**config.mk**
```make
export PLATFORM = sky130hd
export DESIGN_NAME = sram_fifo_arbiter_flat
export DESIGN_NICKNAME = d
export VERILOG_FILES = /design/src/rtl/sram_fifo_pkg.sv /design/src/rtl/sram_fifo_arbiter_if.sv /design/src/rtl/stage_fifo.sv /design/src/rtl/sram_fifo_arbiter.sv /design/src/flat_wrapper.sv
export SDC_FILE = /design/constraint.sdc
export NUM_CORES = 1
export LEC_CHECK = 0
export ABC_AREA = 1
export BUFFER_PORTS_ARGS = -buffer_cell sky130_fd_sc_hd__buf_2
export CAP_MARGIN = 20
export CORE_UTILIZATION = 52
export DETAILED_ROUTE_END_ITERATION = 10
export GPL_TIMING_DRIVEN = 1
export PLACE_DENSITY = 0.8
export RECOVER_POWER = 50
export SYNTH_ARGS = -nofsm -noshare
export SYNTH_HDL_FRONTEND = slang
export SYNTH_SLANG_ARGS = --single-unit
```
**constraint.sdc**
```tcl
create_clock -name clk -period 3.3 [get_ports clk]
set_input_delay 0.825 -clock clk [delete_from_list [all_inputs] [get_ports clk]]
set_output_delay 0.825 -clock clk [all_outputs]
set_load 0.01 [all_outputs]
```
**src/rtl/sram_fifo_pkg.sv**
```systemverilog
// Shared types and widths for the SRAM FIFO sequencer.
package sram_fifo_pkg;

  localparam int unsigned FIFO_DATA_W  = 32;
  localparam int unsigned FIFO_AVAIL_W = 22;

  typedef enum logic [1:0] {
    StIdle,
    StIssue,
    StWaitRise,
    StWaitFall
  } arb_state_e;

endpackage

```
**src/rtl/sram_fifo_arbiter_if.sv**
```systemverilog
// Producer, consumer and SRAM FIFO command/status signals of the sequencer.
// master: the sequencer's view; slave: the surrounding environment's view.
interface sram_fifo_arbiter_if;
  import sram_fifo_pkg::*;

  // Producer side
  logic                    wr_valid;
  logic [FIFO_DATA_W-1:0]  wr_data;
  logic                    wr_ready;
  // Consumer side
  logic                    rd_req;
  logic [FIFO_DATA_W-1:0]  rd_data;
  logic                    rd_valid;
  logic                    rd_empty;
  logic                    rd_pending;
  // SRAM FIFO side
  logic [FIFO_DATA_W-1:0]  fifo_din;
  logic                    fifo_we;
  logic                    fifo_re;
  logic [FIFO_DATA_W-1:0]  fifo_dout;
  logic                    fifo_rdy;
  logic                    fifo_busy;
  logic                    fifo_full;
  logic [FIFO_AVAIL_W-1:0] fifo_avail;

  modport master (
    input  wr_valid, wr_data, rd_req,
    input  fifo_dout, fifo_rdy, fifo_busy, fifo_full, fifo_avail,
    output wr_ready, rd_data, rd_valid, rd_empty, rd_pending,
    output fifo_din, fifo_we, fifo_re
  );

  modport slave (
    output wr_valid, wr_data, rd_req,
    output fifo_dout, fifo_rdy, fifo_busy, fifo_full, fifo_avail,
    input  wr_ready, rd_data, rd_valid, rd_empty, rd_pending,
    input  fifo_din, fifo_we, fifo_re
  );

endinterface

```
**src/rtl/stage_fifo.sv**
```systemverilog
// Small register FIFO used to stage producer words. Depth must be a power
// of two so the pointers wrap naturally.
module stage_fifo #(
  parameter int unsigned Depth = 4,
  parameter int unsigned Width = 32
) (
  input  logic             clk,
  input  logic             rst_n,
  input  logic             push,
  input  logic [Width-1:0] push_data,
  input  logic             pop,
  output logic [Width-1:0] head,
  output logic             empty,
  output logic             full
);

  localparam int unsigned PtrW = (Depth > 1) ? $clog2(Depth) : 1;

  logic [Width-1:0] mem_q [Depth];
  logic [PtrW-1:0]  wr_ptr_q, rd_ptr_q;
  logic [PtrW:0]    count_q;
  logic             push_en, pop_en;

  assign empty   = (count_q == '0);
  assign full    = (count_q == (PtrW + 1)'(Depth));
  assign head    = mem_q[rd_ptr_q];
  assign push_en = push && !full;
  assign pop_en  = pop && !empty;

  // Pointer and occupancy tracking; push+pop together leaves count unchanged.
  always_ff @(posedge clk or negedge rst_n) begin
    if (!rst_n) begin
      wr_ptr_q <= '0;
      rd_ptr_q <= '0;
      count_q  <= '0;
    end else begin
      if (push_en) wr_ptr_q <= wr_ptr_q + PtrW'(1);
      if (pop_en)  rd_ptr_q <= rd_ptr_q + PtrW'(1);
      unique case ({push_en, pop_en})
        2'b10:   count_q <= count_q + (PtrW + 1)'(1);
        2'b01:   count_q <= count_q - (PtrW + 1)'(1);
        default: count_q <= count_q;
      endcase
    end
  end

  // Storage array; contents are don't-care until written.
  always_ff @(posedge clk) begin
    if (push_en) mem_q[wr_ptr_q] <= push_data;
  end

endmodule

```
**src/rtl/sram_fifo_arbiter.sv**
```systemverilog
// Sequencer in front of the single-port SRAM FIFO: stages producer words and
// turns writes and consumer reads into one-cycle fifo_we/fifo_re commands,
// each waiting for the SRAM FIFO busy cycle to complete.
// Optional statistics counters: define SRAM_FIFO_ARB_STATS_EN.
module sram_fifo_arbiter
  import sram_fifo_pkg::*;
#(
  parameter int unsigned STAGE_DEPTH = 4,
  parameter int unsigned BUSY_TMO    = 4
) (
  input  logic                   clk,
  input  logic                   rst_n,
  sram_fifo_arbiter_if.master    bus,
  output logic                   err,
  output logic [FIFO_DATA_W-1:0] wr_cnt,
  output logic [FIFO_DATA_W-1:0] rd_cnt
);

  localparam int unsigned TmoW = (BUSY_TMO > 1) ? $clog2(BUSY_TMO) : 1;
  localparam logic [TmoW-1:0] TmoLast = TmoW'(BUSY_TMO - 1);

  arb_state_e             state_q, state_d;
  logic                   wr_go_q, wr_go_d, rd_go_q, rd_go_d;
  logic [TmoW-1:0]        tmo_q, tmo_d;
  logic                   err_q, err_d;
  logic                   rd_pending_q, rd_pending_d;
  logic [FIFO_DATA_W-1:0] rd_data_q, rd_data_d;
  logic                   rd_valid_q, rd_valid_d;
  logic                   rd_empty_q, rd_empty_d;

  logic                   stage_empty, stage_full, stage_pop;
  logic [FIFO_DATA_W-1:0] stage_head;
  logic                   wr_go, rd_go;
  logic                   issue_we, issue_re;
  logic [FIFO_DATA_W-1:0] issue_din;

  stage_fifo #(
    .Depth (STAGE_DEPTH),
    .Width (FIFO_DATA_W)
  ) u_stage (
    .clk       (clk),
    .rst_n     (rst_n),
    .push      (bus.wr_valid),
    .push_data (bus.wr_data),
    .pop       (stage_pop),
    .head      (stage_head),
    .empty     (stage_empty),
    .full      (stage_full)
  );

  assign stage_pop = (state_q == StIssue) && wr_go_q;
  assign wr_go     = !stage_empty && !bus.fifo_full;
  // A read may ride along with a write even when the SRAM FIFO is empty.
  assign rd_go     = rd_pending_q && ((bus.fifo_avail != '0) || wr_go);

  // Next-state, command and consumer-response logic.
  always_comb begin
    state_d      = state_q;
    wr_go_d      = wr_go_q;
    rd_go_d      = rd_go_q;
    tmo_d        = tmo_q;
    err_d        = err_q;
    rd_pending_d = rd_pending_q;
    rd_data_d    = rd_data_q;
    rd_valid_d   = 1'b0;
    rd_empty_d   = 1'b0;
    issue_we     = 1'b0;
    issue_re     = 1'b0;
    issue_din    = '0;

    if (bus.rd_req && !rd_pending_q) rd_pending_d = 1'b1;

    unique case (state_q)
      StIdle: begin
        if (wr_go || rd_go) begin
          wr_go_d = wr_go;
          rd_go_d = rd_go;
          state_d = StIssue;
        end else if (rd_pending_q) begin
          // Nothing to read and nothing about to be written: drop the read.
          rd_empty_d   = 1'b1;
          rd_pending_d = 1'b0;
        end
      end
      StIssue: begin
        issue_we = wr_go_q;
        issue_re = rd_go_q;
        if (wr_go_q) issue_din = stage_head;
        tmo_d   = '0;
        state_d = StWaitRise;
      end
      StWaitRise: begin
        if (bus.fifo_busy) begin
          state_d = StWaitFall;
        end else if (tmo_q == TmoLast) begin
          // Command was never acknowledged; report it and move on.
          err_d = 1'b1;
          if (rd_go_q) rd_pending_d = 1'b0;
          rd_go_d = 1'b0;
          wr_go_d = 1'b0;
          state_d = StIdle;
        end else begin
          tmo_d = tmo_q + TmoW'(1);
        end
      end
      StWaitFall: begin
        // rd_go_q doubles as "read data still expected".
        if (rd_go_q && bus.fifo_rdy) begin
          rd_data_d    = bus.fifo_dout;
          rd_valid_d   = 1'b1;
          rd_pending_d = 1'b0;
          rd_go_d      = 1'b0;
        end
        if (!bus.fifo_busy) begin
          if (rd_go_q && !bus.fifo_rdy) rd_pending_d = 1'b0;
          rd_go_d = 1'b0;
          wr_go_d = 1'b0;
          state_d = StIdle;
        end
      end
      default: state_d = StIdle;
    endcase
  end

  // State and registered outputs.
  always_ff @(posedge clk or negedge rst_n) begin
    if (!rst_n) begin
      state_q      <= StIdle;
      wr_go_q      <= 1'b0;
      rd_go_q      <= 1'b0;
      tmo_q        <= '0;
      err_q        <= 1'b0;
      rd_pending_q <= 1'b0;
      rd_data_q    <= '0;
      rd_valid_q   <= 1'b0;
      rd_empty_q   <= 1'b0;
    end else begin
      state_q      <= state_d;
      wr_go_q      <= wr_go_d;
      rd_go_q      <= rd_go_d;
      tmo_q        <= tmo_d;
      err_q        <= err_d;
      rd_pending_q <= rd_pending_d;
      rd_data_q    <= rd_data_d;
      rd_valid_q   <= rd_valid_d;
      rd_empty_q   <= rd_empty_d;
    end
  end

  assign bus.wr_ready   = !stage_full;
  assign bus.rd_data    = rd_data_q;
  assign bus.rd_valid   = rd_valid_q;
  assign bus.rd_empty   = rd_empty_q;
  assign bus.rd_pending = rd_pending_q;
  assign bus.fifo_we    = issue_we;
  assign bus.fifo_re    = issue_re;
  assign bus.fifo_din   = issue_din;
  assign err            = err_q;

`ifdef SRAM_FIFO_ARB_STATS_EN
  logic [FIFO_DATA_W-1:0] wr_cnt_q, rd_cnt_q;

  // Free-running command/result counters, wrapping at 2^32.
  always_ff @(posedge clk or negedge rst_n) begin
    if (!rst_n) begin
      wr_cnt_q <= '0;
      rd_cnt_q <= '0;
    end else begin
      if (issue_we)   wr_cnt_q <= wr_cnt_q + FIFO_DATA_W'(1);
      if (rd_valid_q) rd_cnt_q <= rd_cnt_q + FIFO_DATA_W'(1);
    end
  end

  assign wr_cnt = wr_cnt_q;
  assign rd_cnt = rd_cnt_q;
`else
  assign wr_cnt = '0;
  assign rd_cnt = '0;
`endif

endmodule

```
**src/flat_wrapper.sv**
```systemverilog
// flat-port wrapper written by rule: the top's interface ports become plain ports
module sram_fifo_arbiter_flat import sram_fifo_pkg::*;
#(
  parameter int unsigned STAGE_DEPTH = 4,
  parameter int unsigned BUSY_TMO    = 4
)
  (clk, rst_n, err, wr_cnt, rd_cnt, bus_wr_valid, bus_wr_data, bus_rd_req, bus_fifo_dout, bus_fifo_rdy, bus_fifo_busy, bus_fifo_full, bus_fifo_avail, bus_wr_ready, bus_rd_data, bus_rd_valid, bus_rd_empty, bus_rd_pending, bus_fifo_din, bus_fifo_we, bus_fifo_re);
  sram_fifo_arbiter_if bus_i ();
  input  logic clk;
  input  logic rst_n;
  output logic err;
  output logic [FIFO_DATA_W-1:0] wr_cnt;
  output logic [FIFO_DATA_W-1:0] rd_cnt;
  input wire logic [$bits(bus_i.wr_valid)-1:0] bus_wr_valid;
  input wire logic [$bits(bus_i.wr_data)-1:0] bus_wr_data;
  input wire logic [$bits(bus_i.rd_req)-1:0] bus_rd_req;
  input wire logic [$bits(bus_i.fifo_dout)-1:0] bus_fifo_dout;
  input wire logic [$bits(bus_i.fifo_rdy)-1:0] bus_fifo_rdy;
  input wire logic [$bits(bus_i.fifo_busy)-1:0] bus_fifo_busy;
  input wire logic [$bits(bus_i.fifo_full)-1:0] bus_fifo_full;
  input wire logic [$bits(bus_i.fifo_avail)-1:0] bus_fifo_avail;
  output wire logic [$bits(bus_i.wr_ready)-1:0] bus_wr_ready;
  output wire logic [$bits(bus_i.rd_data)-1:0] bus_rd_data;
  output wire logic [$bits(bus_i.rd_valid)-1:0] bus_rd_valid;
  output wire logic [$bits(bus_i.rd_empty)-1:0] bus_rd_empty;
  output wire logic [$bits(bus_i.rd_pending)-1:0] bus_rd_pending;
  output wire logic [$bits(bus_i.fifo_din)-1:0] bus_fifo_din;
  output wire logic [$bits(bus_i.fifo_we)-1:0] bus_fifo_we;
  output wire logic [$bits(bus_i.fifo_re)-1:0] bus_fifo_re;
  assign bus_i.wr_valid = bus_wr_valid;
  assign bus_i.wr_data = bus_wr_data;
  assign bus_i.rd_req = bus_rd_req;
  assign bus_i.fifo_dout = bus_fifo_dout;
  assign bus_i.fifo_rdy = bus_fifo_rdy;
  assign bus_i.fifo_busy = bus_fifo_busy;
  assign bus_i.fifo_full = bus_fifo_full;
  assign bus_i.fifo_avail = bus_fifo_avail;
  assign bus_wr_ready = bus_i.wr_ready;
  assign bus_rd_data = bus_i.rd_data;
  assign bus_rd_valid = bus_i.rd_valid;
  assign bus_rd_empty = bus_i.rd_empty;
  assign bus_rd_pending = bus_i.rd_pending;
  assign bus_fifo_din = bus_i.fifo_din;
  assign bus_fifo_we = bus_i.fifo_we;
  assign bus_fifo_re = bus_i.fifo_re;
  sram_fifo_arbiter #(.STAGE_DEPTH(STAGE_DEPTH), .BUSY_TMO(BUSY_TMO)) u_core (.clk(clk), .rst_n(rst_n), .bus(bus_i), .err(err), .wr_cnt(wr_cnt), .rd_cnt(rd_cnt));
endmodule
```
# == Word level (Yosys, flattened, before mapping) ==
# Memories as Yosys holds them, arrays and structs flattened.
# Index checks and enable logic that the tools add are counted.
# totals
n_memories,1
regBits,49
inputBits,93
mem_bits_rw,128
out_inout_bits,135
# op_classes
n_eq_ne,14
mux,39
addsub,5
n_bitwise,1
reduce_logical,27
# mem_list
memory,depth,word_bits,rd,rd_clocked_by_memory_dff,write_ports,line,rtl
u_core.u_stage.mem_q,4,32,1,0,1,stage_fifo.sv:19,logic [Width-1:0] mem_q [Depth];
# op_table
cell,n
2-to-1 mux 32 bit,2
2-to-1 mux 1 bit,25
nonzero test 22 bit,1
2-to-1 mux 2 bit,6
AND reduction 5 bit,2
one-hot mux 1 bit (3 select lines),3
AND reduction 3 bit,3
"== test 2 bit, second input constant",4
logical AND 1 bit,8
one-hot mux 2 bit (4 select lines),1
"adder 2 x 1 -> 2 bit, second input constant",3
"!= test 2 bit, second input constant",3
"!= test 3 x 2 -> 1 bit, second input constant",2
one-hot mux 3 bit (2 select lines),1
zero test 1 bit,5
"== test 2 x 1 -> 1 bit, second input constant",2
"!= test 2 x 1 -> 1 bit, second input constant",2
one-hot mux 2 bit (2 select lines),1
nonzero test 2 bit,2
"adder 3 x 1 -> 3 bit, second input constant",1
"== test 3 bit, second input constant",1
zero test 3 bit,1
nonzero test 3 bit,1
"subtractor 3 x 1 -> 3 bit, second input constant",1
other kinds (4),5

# == Longest topological paths before layout ==
# Gate-level depths: netlist of run 1.
# logic_depth
word_depth,8
ltp_mapped,12

# == Hierarchy ==
# Synthesis of run 1 repeated with hierarchy kept, for this count alone.
# hier_totals
hier_cells,732
hier_area_um2,8289.2
# by_module_without_submodules
mod,area_each_um2,n_inst,cells_per_inst
stage_fifo,5572.8,1,435
sram_fifo_arbiter,2716.4,1,297

# == Least setup slack after synthesis of run 1 ==
# OpenSTA, ideal clock, no wires.
# synth_timing
kind,input to register
from,input port bus_wr_valid
to,"memory u_core.u_stage.mem_q[0][0], enable pin"
setup_slack_ns,0.515
stages,2
t_arrival_ns,2.363
required_ns,2.879
path_cell_list,nand2_1 > nor2_1
# synth_between
elab_chain_cells,3
# synth_lines
element,line,rtl
"start, declared",flat_wrapper.sv:14,input wire logic [$bits(bus_i.wr_valid)-1:0] bus_wr_valid;
logical AND 1 bit,stage_fifo.sv:27,assign push_en = push && !full;
2-to-1 mux 1 bit,stage_fifo.sv:49,if (push_en) mem_q[wr_ptr_q] <= push_data;
2-to-1 mux 1 bit (implied by the code),stage_fifo.sv:49,
"end, declared",stage_fifo.sv:19,
# No other way between the ends.

# == Final worst setup path of run 1 ==
# layout_timing
from,register u_core.u_stage.rd_ptr_q[1]
to,output port bus_fifo_din[31]
# layout_between
elab_chain_cells,3
# layout_lines
element,line,rtl
"start, declared",stage_fifo.sv:20,"logic [PtrW-1:0] wr_ptr_q, rd_ptr_q;"
"start signal, assigned",stage_fifo.sv:38,if (pop_en) rd_ptr_q <= rd_ptr_q + PtrW'(1);
memory (4 x 32 bit),--,
2-to-1 mux 32 bit,sram_fifo_arbiter.sv:88,if (wr_go_q) issue_din = stage_head;
2-to-1 mux 32 bit,sram_fifo_arbiter.sv:73,unique case (state_q)
"end, declared",flat_wrapper.sv:27,output wire logic [$bits(bus_i.fifo_din)-1:0] bus_fifo_din;
# No other way between the ends.

==> results.sh, run 1 <==
export IMPL_tns_ns=0
export IMPL_async_reset_ff_share_pct=27.7
export IMPL_worst_path_max_fanout=31
export IMPL_io_buffer_count=163
export IMPL_grtUsageTotal_pct=20.7
export IMPL_setup_viol=0
export IMPL_synth_cells=640
export IMPL_avgSynthCellArea_um2=12.0
export IMPL_drt_iter0_markers=308
export IMPL_wl_met2_um=7530
export IMPL_fin_nets=905
export IMPL_endpoint_kind="primary output"
export IMPL_slew_headroom_pct=-8.69
export IMPL_rows=44
export IMPL_cpMaxStageDelayCell="dfrtp_1"
export IMPL_stdcell_area_um2=8970
export IMPL_areaGrowthSynthToFinish_pct=16.7
export IMPL_wl_met3_um=1250
export IMPL_status="finished with violations"
export IMPL_wl_met1_um=5970
export IMPL_period_needed_ns=3.00
export IMPL_cts_hold_fix_buffers=0
export IMPL_die_area_um2=15300
export IMPL_cts_root_buf="clkbuf_16"
export IMPL_grt_antenna_before_repair=1
export IMPL_cts_made_buffers=17
export IMPL_clk_pin_slew_ns=0.06
export IMPL_fin_crit_sh_pct=91.0
export IMPL_max_stage_delay_ns=0.66
export IMPL_post_place_cells=970
export IMPL_fmax_mhz=333
export IMPL_antenna_left=0
export IMPL_grt_max_degree=66
export IMPL_tritoncts="done"
export IMPL_ir_worst_vdd_mv=0.444
export IMPL_clock_skew_ns=0.0102
export IMPL_clockBufferDepth=2
export IMPL_place_area_um2=8460
export IMPL_drc_errors=0
export IMPL_layout_cells_most_common="nor2_1"
export IMPL_grt_overflow=0
export IMPL_cts_resized_gates=0
export IMPL_drive_gt1_share_pct=23.8
export IMPL_path_buf_inv=3
export IMPL_die_y_um=124
export IMPL_vias=4989
export IMPL_grt_pass1_wl_um=23300
export IMPL_hp_class="register to register"
export IMPL_final_cell_mix="nor2_1 (153), buf_2 (130), edfxtp_1 (128)"
export IMPL_post_cts_repair_setup_buffers=0
export IMPL_critical_path_top_delay_family="flip-flops"
export IMPL_ys_warn_count=0
export IMPL_worst_slack_ns=0.298
export IMPL_start_util_pct=53.1
export IMPL_gp_congestion=0.824
export IMPL_num_io_pins=228
export IMPL_place_ws_ns=0.719
export IMPL_cp_data_arrival_time_ns=2.18
export IMPL_critical_path_cell_chain="inv_1 -> buf_4 -> nor2_1 -> o21ai_0 -> a21oi_1 -> buf_2"
export IMPL_synthDistinctLibCells=37
export IMPL_totalWireLength_um=14900
export IMPL_whs_ns=0.478
export IMPL_core_um2=14500
export IMPL_postLayoutCoreUtil_pct=61.9
export IMPL_critPathLaunchType="register"
export IMPL_first_pass_iters=6
export IMPL_cts_max_level=4
export IMPL_cap_violations=1
export IMPL_worstMarginPinSlew_ns=1.63
export IMPL_p_leak_nw=3.75
export IMPL_cts_sinks=177
export IMPL_grt_pass1_vias=5009
export IMPL_synth_edf_count=128
export IMPL_path_class="register to primary output"
export IMPL_vias_per_cell=4.97
export IMPL_synth_area_um2=7680
export IMPL_p_total_mw=7.52
export IMPL_synth_seq_cells=177
export IMPL_finalHoldViolations=0
export IMPL_synth_flop_cell="edfxtp_1"
export IMPL_worstSkewPairLatency_ns=0.42
export IMPL_power_density_nw_per_um2=839
export IMPL_highest_layer="met4"
export IMPL_crit_required_ns=2.47
export IMPL_wl_per_cell_um=14.9
export IMPL_die_x_um=124
export IMPL_failed_checks="max-capacitance violations, max-slew violations"
export IMPL_rsz0062_at_grt="false"
export IMPL_ys_seq_area_share_pct=66.0
export IMPL_slew_viol_final=35
export IMPL_layout_cells_non_filler=1003
export IMPL_hpwlAfterDp_um=9700
cells by family (layout without fill, tap and decap cells):
logic type | Yosys count | after routing | share of synthesized area [%]
and+or+nand+nor | 199 | 199 | 11.0
DFF | 177 | 177 | 66.0
buffers and inverters | 113 | 228 | 9.43
AOI/OAI and AO/OA | 107 | 107 | 7.21
muxes | 32 | 32 | 4.69
adders and majority gates | 7 | 7 | 1.24
xor gates and xnor gates | 4 | 4 | 0.456
other | 1 | 65 | 0.0488
flip-flops by register name, indices dropped and copies added, names as in the netlist:
signal	count
u_core.bus.rd_data	32
u_core.tmo_q	2
u_core.u_stage.count_q	3
u_core.u_stage.wr_ptr_q	2
u_core.state_q	2
u_core.err	1
u_core.u_stage.rd_ptr_q	2
u_core.bus.rd_valid	1
u_core.bus.rd_pending	1
u_core.bus.rd_empty	1
u_core.rd_go_q	1
u_core.u_stage.mem_q	128
u_core.wr_go_q	1
layout make-up:
| type | count | area, µm² |
|---|---|---|
| flip-flops and latches | 177 | 5070 |
| well taps | 184 | 230 |
| diodes | 1 | 2.50 |
| fillers | 1180 | 5510 |
| clock inverters | 12 | 156 |
| repair buffers | 175 | 873 |
| inverters | 21 | 78.8 |
| clock buffers | 20 | 437 |
| multi-input cells | 413 | 2120 |
power by group:
| part | total (mW) | switching (mW) | internal, mW | leakage (nW) |
|---|---|---|---|---|
| Sequential | 3.26 | 0.248 | 3.01 | 1.77 |
| Clock | 2.00 | 0.804 | 1.20 | 0.283 |
| Combinational | 2.27 | 1.45 | 0.811 | 1.70 |
synth_stat cells, types with 2 or more instances:
library cell | count | area [µm²]
nand3_2 | 3 | 30.0
ha_1 | 6 | 75.1
nand2_2 | 4 | 25.0
mux2_2 | 4 | 45.0
nand2_1 | 22 | 82.6
o31ai_1 | 2 | 15.0
clkbuf_1 | 12 | 45.0
nand4_1 | 2 | 12.5
buf_6 | 4 | 45.0
buf_4 | 70 | 526
o21ai_0 | 64 | 320
mux2_1 | 28 | 315
o21ai_1 | 2 | 10.0
edfxtp_1 | 128 | 3840
inv_1 | 17 | 63.8
nand3_1 | 2 | 10.0
buf_2 | 6 | 30.0
nor2_2 | 3 | 18.8
dfrtp_1 | 49 | 1230
a21oi_1 | 35 | 175
xor2_1 | 3 | 26.3
inv_2 | 4 | 15.0
nor2_1 | 156 | 586
worst paths after layout:
path / from / depth (start not counted) / endpoint / slack (ns)
setup reg to reg: u_core.state_q[1]$_DFFE_PN0P_ / 11 / u_core.u_stage.count_q[2]$_DFFE_PN0P_ / 0.77
hold reg to reg: u_core.bus.rd_data[22]$_DFFE_PN0P_ / 1 / u_core.bus.rd_data[22]$_DFFE_PN0P_ / 0.48
max in group asynchronous: rst_n / 2 / u_core.bus.rd_data[26]$_DFFE_PN0P_ / 0.76
hold / removal: u_core.bus.rd_data[22]$_DFFE_PN0P_ / 1 / u_core.bus.rd_data[22]$_DFFE_PN0P_ / 0.48
min in group asynchronous: rst_n / 1 / u_core.bus.rd_data[14]$_DFFE_PN0P_ / 0.64
setup / recovery: u_core.u_stage.rd_ptr_q[1]$_DFFE_PN0P_ / 6 / bus_fifo_din[31] / 0.30
routing by layer:
metal	GRT usage, %	vias to the layer above
li1	-	2388
met1	22.6	2355
met2	35.8	229
met3	7.84	17
met4	8.89	0
met5	0	-
No activity file was read; power rests on OpenSTA's default activity.
==> run 2: changes to the inputs <==
--- a/config.mk
+++ b/config.mk
@@ -8,10 +8,10 @@
 export ABC_AREA = 1
 export BUFFER_PORTS_ARGS = -buffer_cell sky130_fd_sc_hd__buf_2
 export CAP_MARGIN = 20
-export CORE_UTILIZATION = 52
+export CORE_UTILIZATION = 35
 export DETAILED_ROUTE_END_ITERATION = 10
 export GPL_TIMING_DRIVEN = 1
-export PLACE_DENSITY = 0.8
+export HOLD_SLACK_MARGIN = 0.06
 export RECOVER_POWER = 50
 export SYNTH_ARGS = -nofsm -noshare
 export SYNTH_HDL_FRONTEND = slang
==> constraint.sdc (replaced) <==
create_clock -name clk -period 2.74 [get_ports clk]
set_input_delay 0.685 -clock clk [delete_from_list [all_inputs] [get_ports clk]]
set_output_delay 0.685 -clock clk [all_outputs]
set_load 0.01 [all_outputs]
==> results.sh, run 2 (same netlist as run 1, synthesis figures left out) <==
export IMPL_areaGrowthSynthToFinish_pct=18.5
export IMPL_cts_resized_gates=0
export IMPL_place_ws_ns=0.591
export IMPL_drt_iter0_markers=187
export IMPL_tritoncts="done"
export IMPL_start_util_pct=36.1
export IMPL_gp_congestion=0.745
export IMPL_period_needed_ns=2.59
export IMPL_cts_made_buffers=17
export IMPL_grt_max_degree=46
export IMPL_die_area_um2=22600
export IMPL_critical_path_cell_chain="buf_4 -> nor2_1 -> nor2_1 -> o21ai_0 -> a21oi_1 -> buf_2"
export IMPL_first_pass_iters=4
export IMPL_rows=53
export IMPL_drive_gt1_share_pct=24.1
export IMPL_num_io_pins=228
export IMPL_cp_data_arrival_time_ns=1.90
export IMPL_layout_cells_non_filler=1098
export IMPL_slew_headroom_pct=-10.5
export IMPL_cts_hold_fix_buffers=0
export IMPL_fin_crit_sh_pct=94.4
export IMPL_critical_path_top_delay_family="buffers and inverters"
export IMPL_io_buffer_count=163
export IMPL_die_x_um=150
export IMPL_grt_overflow=0
export IMPL_postLayoutCoreUtil_pct=42.8
export IMPL_status="finished with violations"
export IMPL_finalHoldViolations=0
export IMPL_largest_register_ffs=128
export IMPL_vias=4906
export IMPL_antenna_left=0
export IMPL_grt_antenna_before_repair=0
export IMPL_fin_nets=910
export IMPL_failed_checks="max-capacitance violations, max-slew violations"
export IMPL_multiInputGateArea_um2=2110
export IMPL_cap_violations=1
export IMPL_clock_skew_ns=0.00871
export IMPL_wl_per_cell_um=14.4
export IMPL_max_stage_delay_ns=0.43
export IMPL_path_class="register to primary output"
export IMPL_layout_cells_most_common="nor2_1"
export IMPL_hp_class="primary input to async pin"
export IMPL_core_um2=21300
export IMPL_worstSkewPairLatency_ns=0.41
export IMPL_cts_root_buf="clkbuf_16"
export IMPL_post_cts_repair_setup_buffers=0
export IMPL_seqCellArea_um2=5070
export IMPL_fillCellCount=2044
export IMPL_setup_viol=0
export IMPL_power_density_nw_per_um2=997
export IMPL_cpMaxStageDelayCell="buf_4"
export IMPL_critPathLaunchType="register"
export IMPL_clk_pin_slew_ns=0.07
export IMPL_fmax_mhz=386
export IMPL_stdcell_area_um2=9110
export IMPL_final_cell_mix="nor2_1 (154), buf_2 (129), edfxtp_1 (128)"
export IMPL_vias_per_cell=4.47
export IMPL_cpMostUsedCell="nor2_1"
export IMPL_grt_pass1_wl_um=25300
export IMPL_cts_max_level=4
export IMPL_post_place_cells=1066
export IMPL_rsz0062_at_grt="false"
export IMPL_path_buf_inv=2
export IMPL_crit_required_ns=2.06
export IMPL_regMostFlops="u_core.u_stage.mem_q"
export IMPL_clockBufferDepth=2
export IMPL_worstMarginPinSlew_ns=1.66
export IMPL_place_area_um2=8630
export IMPL_slew_viol_final=35
export IMPL_diodes=0
export IMPL_drc_errors=0
export IMPL_die_y_um=150
export IMPL_tns_ns=0
export IMPL_grtUsageTotal_pct=14.8
export IMPL_worst_slack_ns=0.152
export IMPL_totalWireLength_um=15800
export IMPL_worst_path_max_fanout=45
export IMPL_endpoint_kind="primary output"
export IMPL_cts_sinks=177
export IMPL_hpwlAfterDp_um=10100
export IMPL_grt_pass1_vias=4941
export IMPL_p_leak_nw=3.78
export IMPL_ir_worst_vdd_mv=0.480
run 2: cell count changes in the layout (fill, tap and decap cells not counted), sizes merged:
cell	before	now
buf	141	143
bufinv	3	1
clkinv	3	6
clkinvlp	3	1
diode	1	0
inv	24	28
run 2: worst paths after layout:
check | start | depth (start not counted) | endpoint | slack (ns)
worst min register to register | u_core.wr_go_q$_DFFE_PN0P_ | 2 | u_core.wr_go_q$_DFFE_PN0P_ | 0.48
worst max register to register | u_core.state_q[1]$_DFFE_PN0P_ | 3 | u_core.bus.rd_data[31]$_DFFE_PN0P_ | 0.31
max in group asynchronous | rst_n | 2 | u_core.bus.rd_data[26]$_DFFE_PN0P_ | 0.97
min in group clk | bus_fifo_dout[15] | 2 | u_core.bus.rd_data[15]$_DFFE_PN0P_ | 0.48
worst max-delay path | u_core.u_stage.rd_ptr_q[0]$_DFFE_PN0P_ | 6 | bus_fifo_din[22] | 0.15
worst min-delay path | rst_n | 1 | u_core.bus.rd_data[13]$_DFFE_PN0P_ | 0.42
run 2: power by group:
part / internal [mW] / switching (mW) / total, mW
Combinational: 0.997 / 1.77 / 2.76
Sequential: 3.63 / 0.277 / 3.90
Clock: 1.30 / 1.11 / 2.41
Total: 5.93 / 3.15 / 9.08
run 2: through the flow:
step | power, mW | hold slack, ns
finish | 9.08 | 0.421
detailed placement | 6.83 | 0.470
CTS | 9.27 | 0.220
global placement | 6.78 | 0.458
floorplan | 5.89 | 0.389
global route | 9.70 | 0.457
run 2: layer usage:
| layer | track usage (%) | vias to the layer above | wire length, µm |
|---|---|---|---|
| met5 | 0 | - | 0 |
| met4 | 4.29 | 0 | 121 |
| met3 | 4.82 | 6 | 985 |
| met2 | 24.9 | 183 | 7790 |
| met1 | 18.1 | 2318 | 6940 |
| li1 | - | 2399 | - |
run 2: layout make-up:
type	instances	area share, %
well taps	275	3.78
inverters	21	0.865
flip-flops and latches	177	55.7
clock inverters	15	1.88
multi-input cells	413	23.2
clock buffers	17	4.67
repair buffers	180	9.93
